$ cat src/rtl/deck_shuffler_param_pkg.sv
// Shared types and constants for the parameterised deck shuffler.
//   state_t           : shuffler FSM states
//   MODE_RANDOM/REVERSE: mode encodings sampled on the start edge
//   DEFAULT_LFSR_TAPS : default Galois feedback mask
package shuffler_pkg;

    typedef enum logic [3:0] {
        S_IDLE,
        S_PICK,
        S_RD_I,
        S_RD_J,
        S_CAP_J,
        S_WR_I,
        S_WR_J,
        S_NEXT,
        S_DONE
    } state_t;

    localparam logic MODE_RANDOM  = 1'b0;
    localparam logic MODE_REVERSE = 1'b1;

    localparam logic [15:0] DEFAULT_LFSR_TAPS = 16'hB400;

endpackage

$ cat src/rtl/deck_shuffler_param_if.sv
// Bundle between the shuffler, the game FSM and the single-port card RAM.
//   start/mode/seed   : run control from the game FSM
//   busy/finish       : status back to the game FSM
//   nextA/newData/wren: RAM address, write data, write enable
//   memData           : RAM read data, valid one cycle after its address
// slave = shuffler side, master = FSM + RAM side.
interface shuffler_if #(
    parameter int DATA_W = 4,
    parameter int ADDR_W = 6,
    parameter int LFSR_W = 16
);
    logic              start;
    logic              mode;
    logic [LFSR_W-1:0] seed;
    logic [DATA_W-1:0] memData;
    logic [ADDR_W-1:0] nextA;
    logic [DATA_W-1:0] newData;
    logic              wren;
    logic              busy;
    logic              finish;

    modport slave (
        input  start, mode, seed, memData,
        output nextA, newData, wren, busy, finish
    );

    modport master (
        output start, mode, seed, memData,
        input  nextA, newData, wren, busy, finish
    );
endinterface

$ cat src/rtl/deck_shuffler_param_lfsr.sv
// Galois LFSR used as the shuffle's random source.
//   clock, reset_n : clock, async active-low reset (value resets to 1)
//   load, seed     : load seed (a zero seed is replaced by 1); load wins over step
//   step           : advance one position
//   value          : current register contents, never zero
module lfsr_galois #(
    parameter int           W    = 16,
    parameter logic [W-1:0] TAPS = W'(16'hB400)
) (
    input  logic         clock,
    input  logic         reset_n,
    input  logic         load,
    input  logic [W-1:0] seed,
    input  logic         step,
    output logic [W-1:0] value
);

    always_ff @(posedge clock or negedge reset_n) begin
        if (!reset_n) begin
            value <= W'(1);
        end else if (load) begin
            value <= (seed == '0) ? W'(1) : seed;
        end else if (step) begin
            value <= (value >> 1) ^ (value[0] ? TAPS : '0);
        end
    end

endmodule

$ cat src/rtl/deck_shuffler_param.sv
// In-place permutation of a DECK-entry region of the card RAM.
// Mode 0: Fisher-Yates with LFSR rejection sampling. Mode 1: full reversal.
//   clock, reset_n : clock, async active-low reset
//   bus (slave)    : start/mode/seed in, busy/finish out, RAM port
// All outputs are decoded from registered state; none depend on memData.
module deck_shuffler_param
    import shuffler_pkg::*;
#(
    parameter int                DATA_W    = 4,
    parameter int                ADDR_W    = 6,
    parameter int                DECK      = 52,
    parameter int                BASE      = 0,
    parameter int                LFSR_W    = 16,
    parameter logic [LFSR_W-1:0] LFSR_TAPS = LFSR_W'(DEFAULT_LFSR_TAPS)
) (
    input logic       clock,
    input logic       reset_n,
    shuffler_if.slave bus
);

    localparam logic [ADDR_W-1:0] LAST   = ADDR_W'(DECK - 1);
    localparam logic [ADDR_W-1:0] HALF   = ADDR_W'(DECK / 2);
    localparam logic [ADDR_W-1:0] BASE_A = ADDR_W'(BASE);

    // Smallest 2^k-1 covering v: propagate the top set bit downwards.
    function automatic logic [ADDR_W-1:0] smear(input logic [ADDR_W-1:0] v);
        logic [ADDR_W-1:0] m;
        m = v;
        for (int k = 0; k < ADDR_W; k++) m = m | (m >> 1);
        return m;
    endfunction

    state_t            state, state_n;
    logic              mode_q, mode_n;
    logic [ADDR_W-1:0] i, i_n, j, j_n;
    logic [DATA_W-1:0] di, di_n, dj, dj_n;
    logic              lfsr_load, lfsr_step;
    logic [LFSR_W-1:0] lfsr_val;
    logic [ADDR_W-1:0] cand;
    logic              unused_lfsr_bits;

    lfsr_galois #(.W(LFSR_W), .TAPS(LFSR_TAPS)) u_lfsr (
        .clock   (clock),
        .reset_n (reset_n),
        .load    (lfsr_load),
        .seed    (bus.seed),
        .step    (lfsr_step),
        .value   (lfsr_val)
    );

    // Only the low ADDR_W bits feed the candidate; the rest just circulate.
    assign unused_lfsr_bits = ^lfsr_val;
    assign cand             = lfsr_val[ADDR_W-1:0] & smear(i);

    always_ff @(posedge clock or negedge reset_n) begin
        if (!reset_n) begin
            state  <= S_IDLE;
            mode_q <= MODE_RANDOM;
            i      <= '0;
            j      <= '0;
            di     <= '0;
            dj     <= '0;
        end else begin
            state  <= state_n;
            mode_q <= mode_n;
            i      <= i_n;
            j      <= j_n;
            di     <= di_n;
            dj     <= dj_n;
        end
    end

    always_comb begin
        state_n   = state;
        mode_n    = mode_q;
        i_n       = i;
        j_n       = j;
        di_n      = di;
        dj_n      = dj;
        lfsr_load = 1'b0;
        lfsr_step = 1'b0;
        case (state)
            S_IDLE: begin
                if (bus.start) begin
                    mode_n    = bus.mode;
                    lfsr_load = 1'b1;
                    i_n       = (bus.mode == MODE_REVERSE) ? '0 : LAST;
                    state_n   = S_PICK;
                end
            end
            S_PICK: begin
                if (!bus.start) begin
                    state_n = S_IDLE;
                end else if (mode_q == MODE_REVERSE) begin
                    j_n     = LAST - i;
                    state_n = (j_n == i) ? S_NEXT : S_RD_I;
                end else begin
                    // Rejection sampling: out-of-range candidates retry next cycle.
                    lfsr_step = 1'b1;
                    if (cand <= i) begin
                        j_n     = cand;
                        state_n = (cand == i) ? S_NEXT : S_RD_I;
                    end
                end
            end
            S_RD_I:  state_n = S_RD_J;
            S_RD_J: begin
                di_n    = bus.memData;
                state_n = S_CAP_J;
            end
            S_CAP_J: begin
                dj_n    = bus.memData;
                state_n = S_WR_I;
            end
            S_WR_I:  state_n = S_WR_J;
            S_WR_J:  state_n = S_NEXT;
            S_NEXT: begin
                if (!bus.start) begin
                    state_n = S_IDLE;
                end else if (mode_q == MODE_RANDOM) begin
                    i_n     = i - ADDR_W'(1);
                    state_n = (i == ADDR_W'(1)) ? S_DONE : S_PICK;
                end else begin
                    i_n     = i + ADDR_W'(1);
                    state_n = (i_n == HALF) ? S_DONE : S_PICK;
                end
            end
            S_DONE: begin
                if (!bus.start) state_n = S_IDLE;
            end
            default: state_n = S_IDLE;
        endcase
    end

    always_comb begin
        bus.nextA   = '0;
        bus.newData = '0;
        case (state)
            S_RD_I: bus.nextA = BASE_A + i;
            S_RD_J: bus.nextA = BASE_A + j;
            S_WR_I: begin
                bus.nextA   = BASE_A + i;
                bus.newData = dj;
            end
            S_WR_J: begin
                bus.nextA   = BASE_A + j;
                bus.newData = di;
            end
            default: ;
        endcase
    end

    assign bus.wren   = (state == S_WR_I) || (state == S_WR_J);
    assign bus.busy   = (state != S_IDLE) && (state != S_DONE);
    assign bus.finish = (state == S_DONE);

endmodule

$ cat src/flat_wrapper.sv
// flat-port wrapper written by rule: the top's interface ports become plain ports
module deck_shuffler_param_flat import shuffler_pkg::*;
#(
    parameter int                DATA_W    = 4,
    parameter int                ADDR_W    = 6,
    parameter int                DECK      = 52,
    parameter int                BASE      = 0,
    parameter int                LFSR_W    = 16,
    parameter logic [LFSR_W-1:0] LFSR_TAPS = LFSR_W'(DEFAULT_LFSR_TAPS)
)
  (clock, reset_n, bus_start, bus_mode, bus_seed, bus_memData, bus_nextA, bus_newData, bus_wren, bus_busy, bus_finish);
  shuffler_if #(.DATA_W(DATA_W), .ADDR_W(ADDR_W), .LFSR_W(LFSR_W)) bus_i ();
  input logic clock;
  input logic reset_n;
  input wire logic [$bits(bus_i.start)-1:0] bus_start;
  input wire logic [$bits(bus_i.mode)-1:0] bus_mode;
  input wire logic [$bits(bus_i.seed)-1:0] bus_seed;
  input wire logic [$bits(bus_i.memData)-1:0] bus_memData;
  output wire logic [$bits(bus_i.nextA)-1:0] bus_nextA;
  output wire logic [$bits(bus_i.newData)-1:0] bus_newData;
  output wire logic [$bits(bus_i.wren)-1:0] bus_wren;
  output wire logic [$bits(bus_i.busy)-1:0] bus_busy;
  output wire logic [$bits(bus_i.finish)-1:0] bus_finish;
  assign bus_i.start = bus_start;
  assign bus_i.mode = bus_mode;
  assign bus_i.seed = bus_seed;
  assign bus_i.memData = bus_memData;
  assign bus_nextA = bus_i.nextA;
  assign bus_newData = bus_i.newData;
  assign bus_wren = bus_i.wren;
  assign bus_busy = bus_i.busy;
  assign bus_finish = bus_i.finish;
  deck_shuffler_param #(.DATA_W(DATA_W), .ADDR_W(ADDR_W), .DECK(DECK), .BASE(BASE), .LFSR_W(LFSR_W), .LFSR_TAPS(LFSR_TAPS)) u_core (.clock(clock), .reset_n(reset_n), .bus(bus_i));
endmodule
$ cat config.mk
export PLATFORM = sky130hd
export DESIGN_NAME = deck_shuffler_param_flat
export DESIGN_NICKNAME = d
export VERILOG_FILES = /design/src/rtl/deck_shuffler_param_pkg.sv /design/src/rtl/deck_shuffler_param_if.sv /design/src/rtl/deck_shuffler_param_lfsr.sv /design/src/rtl/deck_shuffler_param.sv /design/src/flat_wrapper.sv
export SDC_FILE = /design/constraint.sdc
export NUM_CORES = 1
export LEC_CHECK = 0
export ABC_AREA = 0
export CAP_MARGIN = 40
export CORE_UTILIZATION = 59
export DETAILED_ROUTE_END_ITERATION = 7
export GPL_TIMING_DRIVEN = 0
export MAX_ROUTING_LAYER = met4
export PLACE_DENSITY = 0.85
export SETUP_SLACK_MARGIN = 0.4
export SYNTH_ARGS = -nofsm -noshare
export SYNTH_HDL_FRONTEND = slang
export SYNTH_SLANG_ARGS = --single-unit
$ cat constraint.sdc
create_clock -name clock -period 4.88 [get_ports clock]
set_input_delay 1.22 -clock clock [delete_from_list [all_inputs] [get_ports clock]]
set_output_delay 1.22 -clock clock [all_outputs]
set_load 0.02 [all_outputs]
Yosys cells after proc, flatten, opt, wreduce, memory -nomap -nowiden
Cells that the tools add are included.
Storage, ports and cells
  output and inout port bits: 13
  register bits: 41
  logic and storage cells: 80
Cells by class
  bitwise logic cells: 8
  $lt $le $gt $ge: 1
  reductions and logical operators: 14
  equal/unequal tests: 17
  mux-type cells: 30
  add/subtract/negate cells: 3
Operators with widths (count)
  $mux W16: 4
  $mux W4: 9
  $mux W6: 6
  $or A6 B5 Y6: 6
  $pmux W4 S9: 1
  $pmux W6 S2: 2
  $eq A4 B3 Y1 const B: 4
  $logic_not A16 Y1: 1
  $xor A15 B16 Y16: 1
  $eq A6 B6 Y1: 2
  $reduce_and A3 Y1: 3
  $eq A4 B2 Y1 const B: 2
  $pmux W4 S2: 1
  $add A6 B1 Y6 const B: 1
  $and A6 B6 Y6: 1
  $eq A6 B1 Y1 const B: 1
  $eq A6 B5 Y1 const B: 1
  $le A6 B6 Y1: 1
  $mux W3: 2
  $ne A2 B2 Y1 const B: 3
  $reduce_bool A2 Y1: 3
  $sub A6 B1 Y6 const B: 1
  $sub A6 B6 Y6 const A: 1
  $mux W1: 5
  10 further kinds: 11

Longest topological paths before layout
Gate-level depths: netlist of run 1.
  depth after elaboration: 13
  depth in mapped cells: 13

Hierarchy
Synthesis of run 1 repeated with hierarchy kept, for this count alone.
Unflattened totals
  cell total of the unflattened synthesis: 296
  area, all modules: 2772.7 um^2
By module, submodules not included
  deck_shuffler_param: times used 1, cells an instance 218, area each 1933.1 um^2, sequential area each 625.6 um^2
  lfsr_galois: times used 1, cells an instance 78, area each 839.6 um^2, sequential area each 401.6 um^2

Least setup slack after synthesis of run 1
Ideal clock, no wire load.
  path kind: reg2reg
  start point: register u_core.i[2]
  end point: register u_core.j[5]
  path slack: 1.958 ns
  path buffers: 1
  period minus slack after synthesis: 2.922 ns
  data arrival time: 2.797 ns
  library setup time: 0.125 ns
  cell stages (with the launch flop): 13
  cell sequence: dfrtp_1 clkbuf_1 inv_1 ha_1 nor4b_1 nand3_1 and2_1 ha_1 nor2b_1 o21bai_1 a31oi_2 a21boi_4 mux2_2
On the way
  cells in the longest elaborated chain, start to end: 10
Ends and longest elaborated chain
  from (decl): line deck_shuffler_param.sv:35  | logic [ADDR_W-1:0] i, i_n, j, j_n;
  from (signal assigned): line deck_shuffler_param.sv:66  | i <= i_n;
  $or A6 B5 Y6 (6 in series): line deck_shuffler_param.sv:29  | for (int k = 0; k < ADDR_W; k++) m = m | (m >> 1);
  $and A6 B6 Y6: line deck_shuffler_param.sv:53  | assign cand = lfsr_val[ADDR_W-1:0] & smear(i);
  $le A6 B6 Y1: line deck_shuffler_param.sv:100  | if (cand <= i) begin
  $reduce_bool A2 Y1 (no source line)
  $reduce_and A3 Y1 (no source line)
  to (signal assigned): line deck_shuffler_param.sv:67  | j <= j_n;
  to (decl): line deck_shuffler_param.sv:35
Several ways; a longest one is shown, not always the timed one.
A chain may end at the register's enable or synchronous reset.

Final worst setup path of run 1
  start point: register u_core.state[1]
  end point: output bus_nextA[4]
On the way
  cells in the longest elaborated chain, start to end: 3
Ends and longest elaborated chain
  from (decl): line deck_shuffler_param.sv:33  | state_t state, state_n;
  from (signal assigned): line deck_shuffler_param.sv:64  | state <= state_n;
  $eq A4 B2 Y1 or $eq A4 B3 Y1 (tied branches): line deck_shuffler_param.sv:138  | case (state)
  $reduce_or A2 Y1 (no source line)
  $pmux W6 S2 *: line deck_shuffler_param.sv:138
  to (decl): line flat_wrapper.sv:19  | output wire logic [$bits(bus_i.nextA)-1:0] bus_nextA;
Every way passes the cells marked *; elsewhere a longest branch is shown, timed or not.

==> results.cfg, run 1 <==
[status]
status = finished, final reports clean

[pwr]
power-per-cell-area_mw_per_mm2 = 690.0
leakage_nw = 1.344
vdd_ir_drop_max_mv = 0.3409
sw_frac_of_total = 0.4402
power.total_mw = 2.228
seq_power_share = 0.280
combinationalPowerShare = 0.593
power.internal_mw = 1.247
power.switching_uw = 980.5
power_frac_clock = 0.127

[global_route]
antenna_found_initial = 0
grt_pass1_wl_mm = 10.58
grt_max_degree = 26
grt_usage = 0.2809
grt_pass1_vias = 2276
gr-total-overflow = 0

[floorplanning]
start_util = 0.6138
die_y_um = 69.31
num_rows = 24
io_pins = 37
dieArea_mm2 = 0.004803
core_mm2 = 0.004354
die_x_um = 69.31

[logic_synthesis]
synth_ff_type = dfrtp_1
yosysTopAreaCellShare = 0.3745
synthCells = 299
yosys_warnings = 0
avgSynthCellArea_um2 = 8.938
synth_edf_count = 0
async_reset_ff_frac = 1.000
synth.distinct_cells = 56
synth.yosys.seq_area_share = 0.3844
syn_area_mm2 = 0.002673
synth_nets = 335
yosysTopAreaCell = dfrtp_1
ys_seq_elements = 41
synth_area_leaders = dfrtp_1, nor2_1, ha_1, mux2_2, nand2_1

[sta]
finalMaxSlewViolations = 0
fin_crit_ns = 3.641
max_freq_ghz = 0.2747
grt_setup_unrepaired = no
fin_crit_sh = 0.7461
relSlewSlack = 0.5670
finalSetupTns_ns = 0
setup_violations = 0
tightest_slew_ns = 0.6471
skew_ns = 0.007425
hold_violations = 0

[place]
numPortBuffers = 36
dpl.hpwl_mm = 4.612
gp_congestion = 0.9464

[final_layout]
diodes = 0
area_delta_synth_final_pct = 20.79
fillers = 333
layout_common_cells = nor2_1, dfrtp_1, clkdlybuf4s50_1
seq_area_mm2 = 0.001027
final_nets = 379
multiInputGateArea_mm2 = 0.001514
drive_above_1_share = 0.1105
layout_commonest_cell = nor2_1

[critical_path]
crit_arrival_ns = 2.42
crit_type = reg -> out
worstSetupStartpointType = flop
critPathCaptureType = output pin
cp.required_ns = 3.66
cp_max_fo = 8

[drt]
vias_per_cell = 6.081
num_vias = 2408
antenna_left = 0
wl_mm = 6.116
drt_pass1_iterations = 5
drc = 0
wl_per_cell_um = 15.44
initialDrtViolationCount = 147

[run]
maxCapViolCount = 0

[hold_path]
hp-class = reg -> reg

[clock_network]
cts_resized = 0
clkSinkCount = 41
clock_latency_ns = 0.30
cts_tree = yes
cts_root_buffer = clkbuf_8
h-tree-depth = 2
ctsHoldBuffers = 0
clk_pin_slew_ns = 0.09
cts_buffers = 5
post_cts.repair.setup_buffers = 0
ctsLongestPathBuffers = 2
sequential cells by signal, summed over array words and instances (netlist names):
name,flops
u_core.mode_q,1
u_core.i,6
u_core.dj,4
u_core.state,4
u_core.di,4
u_core.j,6
u_core.u_lfsr.value,16
layout make-up:
class,instances,area share
clock inverters,3,0.01434
inverters,10,0.01163
plain buffers,20,0.02907
multi-input cells,228,0.4690
repair buffers,37,0.1163
flip-flops and latches,41,0.3182
clock buffers,5,0.02132
well taps,52,0.02016
cells in the mapped netlist (all sizes together), types with 2 or more instances:
cell and count:
o21bai 2, nand2 25, ha 12, a221o 2, a2bb2oi 5, nor2b 4
o21ai 16, inv 10, nor4 4, nor3 5, dfrtp 40, or3 3
mux2 9, mux2i 4, a21oi 10, o21a 2, and2 3, nand2b 4
buf 10, a22oi 8, a21o 2, xnor2 6, a31oi 8, xor2 2
a22o 5, nand3b 2, nor4b 3, nand3 11, or2 3, o31ai 3
o22ai 9, nor2 44, a211o 2, clkbuf 10
kinds of logic (layout without fill, tap and decap cells):
logic type | count (synthesis) | count (layout) | synth area share
compound gates | 82 | 82 | 0.2149
mux | 13 | 13 | 0.05290
buf+inv | 30 | 75 | 0.04916
xor+xnor | 8 | 8 | 0.02622
fa+ha+maj | 12 | 12 | 0.05618
flops | 41 | 41 | 0.3844
simple gates | 113 | 113 | 0.2163
worst max-delay path, cell delays in order, from the launching register on:
cell and delay, ns:
dfrtp_1 0.37, buf_2 0.16, nor2b_1 0.11, clkbuf_1 0.30, and2_1 0.29, a21o_1 0.11, a32oi_1 0.05, nor2_1 0.11
clkdlybuf4s50_1 0.60
metrics by stage:
stage / hold WS [ns] / std cells / instance area (um^2) / util / worst slack, ns
2_1_floorplan: 0.4660 / 299 / 2673 / - / 1.958
5_1_grt: 0.5320 / 396 / 3228 / 0.7414 / 1.104
6_report: 0.5167 / 396 / 3228 / 0.7414 / 1.239
3_3_place_gp: 0.4826 / 387 / 3098 / 0.7115 / 1.551
4_1_cts: 0.5153 / 396 / 3228 / 0.7414 / 1.233
3_5_place_dp: 0.4959 / 388 / 3113 / 0.7149 / 1.480
power groups by stage:
stage / logic, mW / registers [mW] / clock network [mW]
global placement: 1.28 / 0.619 / 0
detailed placement: 1.32 / 0.625 / 0
finish: 1.32 / 0.623 / 0.283
global route: 1.46 / 0.644 / 0.300
CTS: 1.32 / 0.620 / 0.287
floorplan: 0.991 / 0.591 / 0
per-layer routing:
metal / routed length, um / vias to the layer above / global-route usage
met5: 0 / - / -
met4: 64 / 0 / 0.06803
met3: 230 / 8 / 0.03924
met2: 3007 / 62 / 0.4595
met1: 2813 / 1177 / 0.3713
li1: - / 1161 / -
worst paths after layout:
| kind | endpoint | slack [ns] | from | cells past startpoint |
|---|---|---|---|---|
| min in group asynchronous | u_core.dj[2] | 0.85 | reset_n | 1 |
| worst max-delay path | bus_nextA[4] | 1.24 | u_core.state[1] | 8 |
| worst min-delay path | u_core.u_lfsr.value[6] | 0.52 | u_core.u_lfsr.value[6] | 2 |
| max in group asynchronous | u_core.u_lfsr.value[0] | 3.48 | reset_n | 2 |
| worst max register to register | u_core.j[5] | 1.49 | u_core.i[2] | 12 |
| worst min register to register | u_core.u_lfsr.value[6] | 0.52 | u_core.u_lfsr.value[6] | 2 |
Note: power is estimated with default switching activity, not from simulation.
==> run 2, diff against run 1 <==
--- a/config.mk
+++ b/config.mk
@@ -7,11 +7,11 @@
 export LEC_CHECK = 0
 export ABC_AREA = 0
 export CAP_MARGIN = 40
-export CORE_UTILIZATION = 59
+export CORE_UTILIZATION = 55
 export DETAILED_ROUTE_END_ITERATION = 7
 export GPL_TIMING_DRIVEN = 0
 export MAX_ROUTING_LAYER = met4
-export PLACE_DENSITY = 0.85
+export PLACE_DENSITY = 0.8
 export SETUP_SLACK_MARGIN = 0.4
 export SYNTH_ARGS = -nofsm -noshare
 export SYNTH_HDL_FRONTEND = slang
==> constraint.sdc (replaced) <==
create_clock -name clock -period 3.67 [get_ports clock]
set_input_delay 0.9175 -clock clock [delete_from_list [all_inputs] [get_ports clock]]
set_output_delay 0.9175 -clock clock [all_outputs]
set_load 0.02 [all_outputs]
==> run 2 against run 1 <==
Against the previous run:
- non-clock buffer count unchanged
- die area is 7.1% higher
- highest routed layer unchanged
- global-route usage grew 0.77 points
- critical endpoint is now bus_nextA[1]
- clock power grew 9.5%
- utilization is 1.8 points lower
- cell area is 0.97% higher
- largest cell class unchanged
- power increased by 34%
- setup slack lost 0.78 ns
- combinational power up 39%
==> results.cfg, run 2 (synthesis gave the netlist of run 1 again) <==
[status]
status = finished, final reports clean

[clock_network]
clk_pin_slew_ns = 0.09
h-tree-depth = 2
clkSinkCount = 41
cts_buffers = 5
clock_latency_ns = 0.30
cts_tree = yes
ctsLongestPathBuffers = 2
cts_root_buffer = clkbuf_8
ctsHoldBuffers = 0

[final_layout]
area_delta_synth_final_pct = 21.96
fin_util = 0.7236
design_area_mm2 = 0.003259
top_register = u_core.u_lfsr.value
layout_common_cells = nor2_1, dfrtp_1, clkdlybuf4s50_1
largest_register_ffs = 16
final_nets = 379
largestRegisters = u_core.u_lfsr.value x16, u_core.i x6, u_core.j x6
diodes = 0
layout_commonest_cell = nor2_1
drive_above_1_share = 0.1308

[critical_path]
cp.required_ns = 2.75
cp_max_fo = 10
crit_arrival_ns = 2.29
r2r_start = u_core.i[2]
r2r_end = u_core.j[5]
crit_type = reg -> out
worstSetupStartpointType = flop
reg2reg_depth = 12
critPathCaptureType = output pin
reg2reg_slack_ns = 0.50

[pwr]
power-per-cell-area_mw_per_mm2 = 917.6
power.internal_mw = 1.647
power.switching_mw = 1.343
seq_power_share = 0.279
power_frac_clock = 0.104
power.total_mw = 2.991
leakage_nw = 1.383
combinationalPowerShare = 0.617
sw_frac_of_total = 0.4492
vdd_ir_drop_max_mv = 0.3773

[sta]
max_freq_ghz = 0.3119
fin_crit_ns = 3.207
tightest_slew_ns = 0.7129
setup_violations = 0
grt_setup_unrepaired = yes
finalSetupTns_ns = 0
finalMaxSlewViolations = 0
fin_crit_sh = 0.8737
skew_ns = 0.01267
relSlewSlack = 0.5211
hold_violations = 0
hold_ws_ns = 0.5128

[drt]
vias_per_cell = 6.038
num_vias = 2391
drt_pass1_iterations = 4
wl_mm = 6.456
wl_per_cell_um = 16.30
initialDrtViolationCount = 223
antenna_left = 0
drc = 0

[global_route]
grt_pass1_wl_mm = 11.10
grt_max_degree = 26
grt_pass1_vias = 2385
gr-total-overflow = 0
grt_usage = 0.2886
antenna_found_initial = 0

[run]
maxCapViolCount = 0

[place]
dpl.hpwl_mm = 4.762
numPortBuffers = 36
dpl_cell_area_mm2 = 0.003120
gp_congestion = 0.8660

[floorplanning]
dieArea_mm2 = 0.005142
io_pins = 37
die_x_um = 71.71
start_util = 0.5933
num_rows = 24
core_mm2 = 0.004504
die_y_um = 71.71

[hold_path]
hold_end = u_core.dj[3]
whs_path_depth = 1
hp-class = reg -> reg
min_from = u_core.dj[3]
[run 2: worst max path at each step]
stage,depth (start not counted),end,slack [ns],from
CTS,12,u_core.j[5],0.38,u_core.i[2]
finish,6,bus_nextA[1],0.46,u_core.state[2]
detailed placement,12,u_core.j[5],0.27,u_core.i[2]
floorplan,12,u_core.j[5],0.75,u_core.i[2]
global placement,12,u_core.j[5],0.33,u_core.i[2]
global route,12,u_core.j[5],0.28,u_core.i[2]
[run 2: timing repair]
| action | 4_1_cts | 5_1_grt |
|---|---|---|
| gates cloned | 0 | 0 |
| gates resized for setup | 4 | 12 |
| buffers inserted | 0 | 0 |
| endpoints found under the setup margin | 15 | 18 |
[run 2: critical path, stage by stage, from the launching register on]
cell,delay [ns]
dfrtp_1,0.50
clkbuf_4,0.28
xor2_2,0.26
a22o_1,0.18
a22oi_1,0.06
nor2_1,0.10
clkdlybuf4s50_1,0.61
[run 2: layout make-up]
cell class                 instances  area, um^2
buffer                            20       101.3
tap                               52       65.06
clock buffer                       7       86.33
multi-input combinational        228        1549
inverter                          10       37.54
timing repair buffer              37       385.4
clock inverter                     1       7.507
fill                             347        1245
sequential                        41        1027
[run 2: power groups by stage]
stage	Combinational, mW	Clock [mW]	Sequential [mW]
after floorplan	1.32	0	0.785
after global placement	1.71	0	0.824
after detailed placement	1.75	0	0.834
after CTS	1.79	0.313	0.830
after global routing	2.03	0.332	0.865
final	1.84	0.310	0.836
[run 2: layer usage]
| layer | global-route usage | part of all wire | vias to the layer above |
|---|---|---|---|
| met3 | 0.04641 | 0.042 | 14 |
| met2 | 0.4738 | 0.50 | 75 |
| met1 | 0.3598 | 0.44 | 1137 |
| li1 | - | - | 1165 |
| met4 | 0.1089 | 0.019 | 0 |
| met5 | - | 0 | - |
[run 2: metrics by stage]
| step | cells | setup slack (ns) |
|---|---|---|
| 4_1_cts | 396 | 0.3776 |
| 5_1_grt | 396 | 0.2841 |
| 3_3_place_gp | 387 | 0.3291 |
| 2_1_floorplan | 299 | 0.7484 |
| 3_5_place_dp | 388 | 0.2714 |
| 6_report | 396 | 0.4635 |
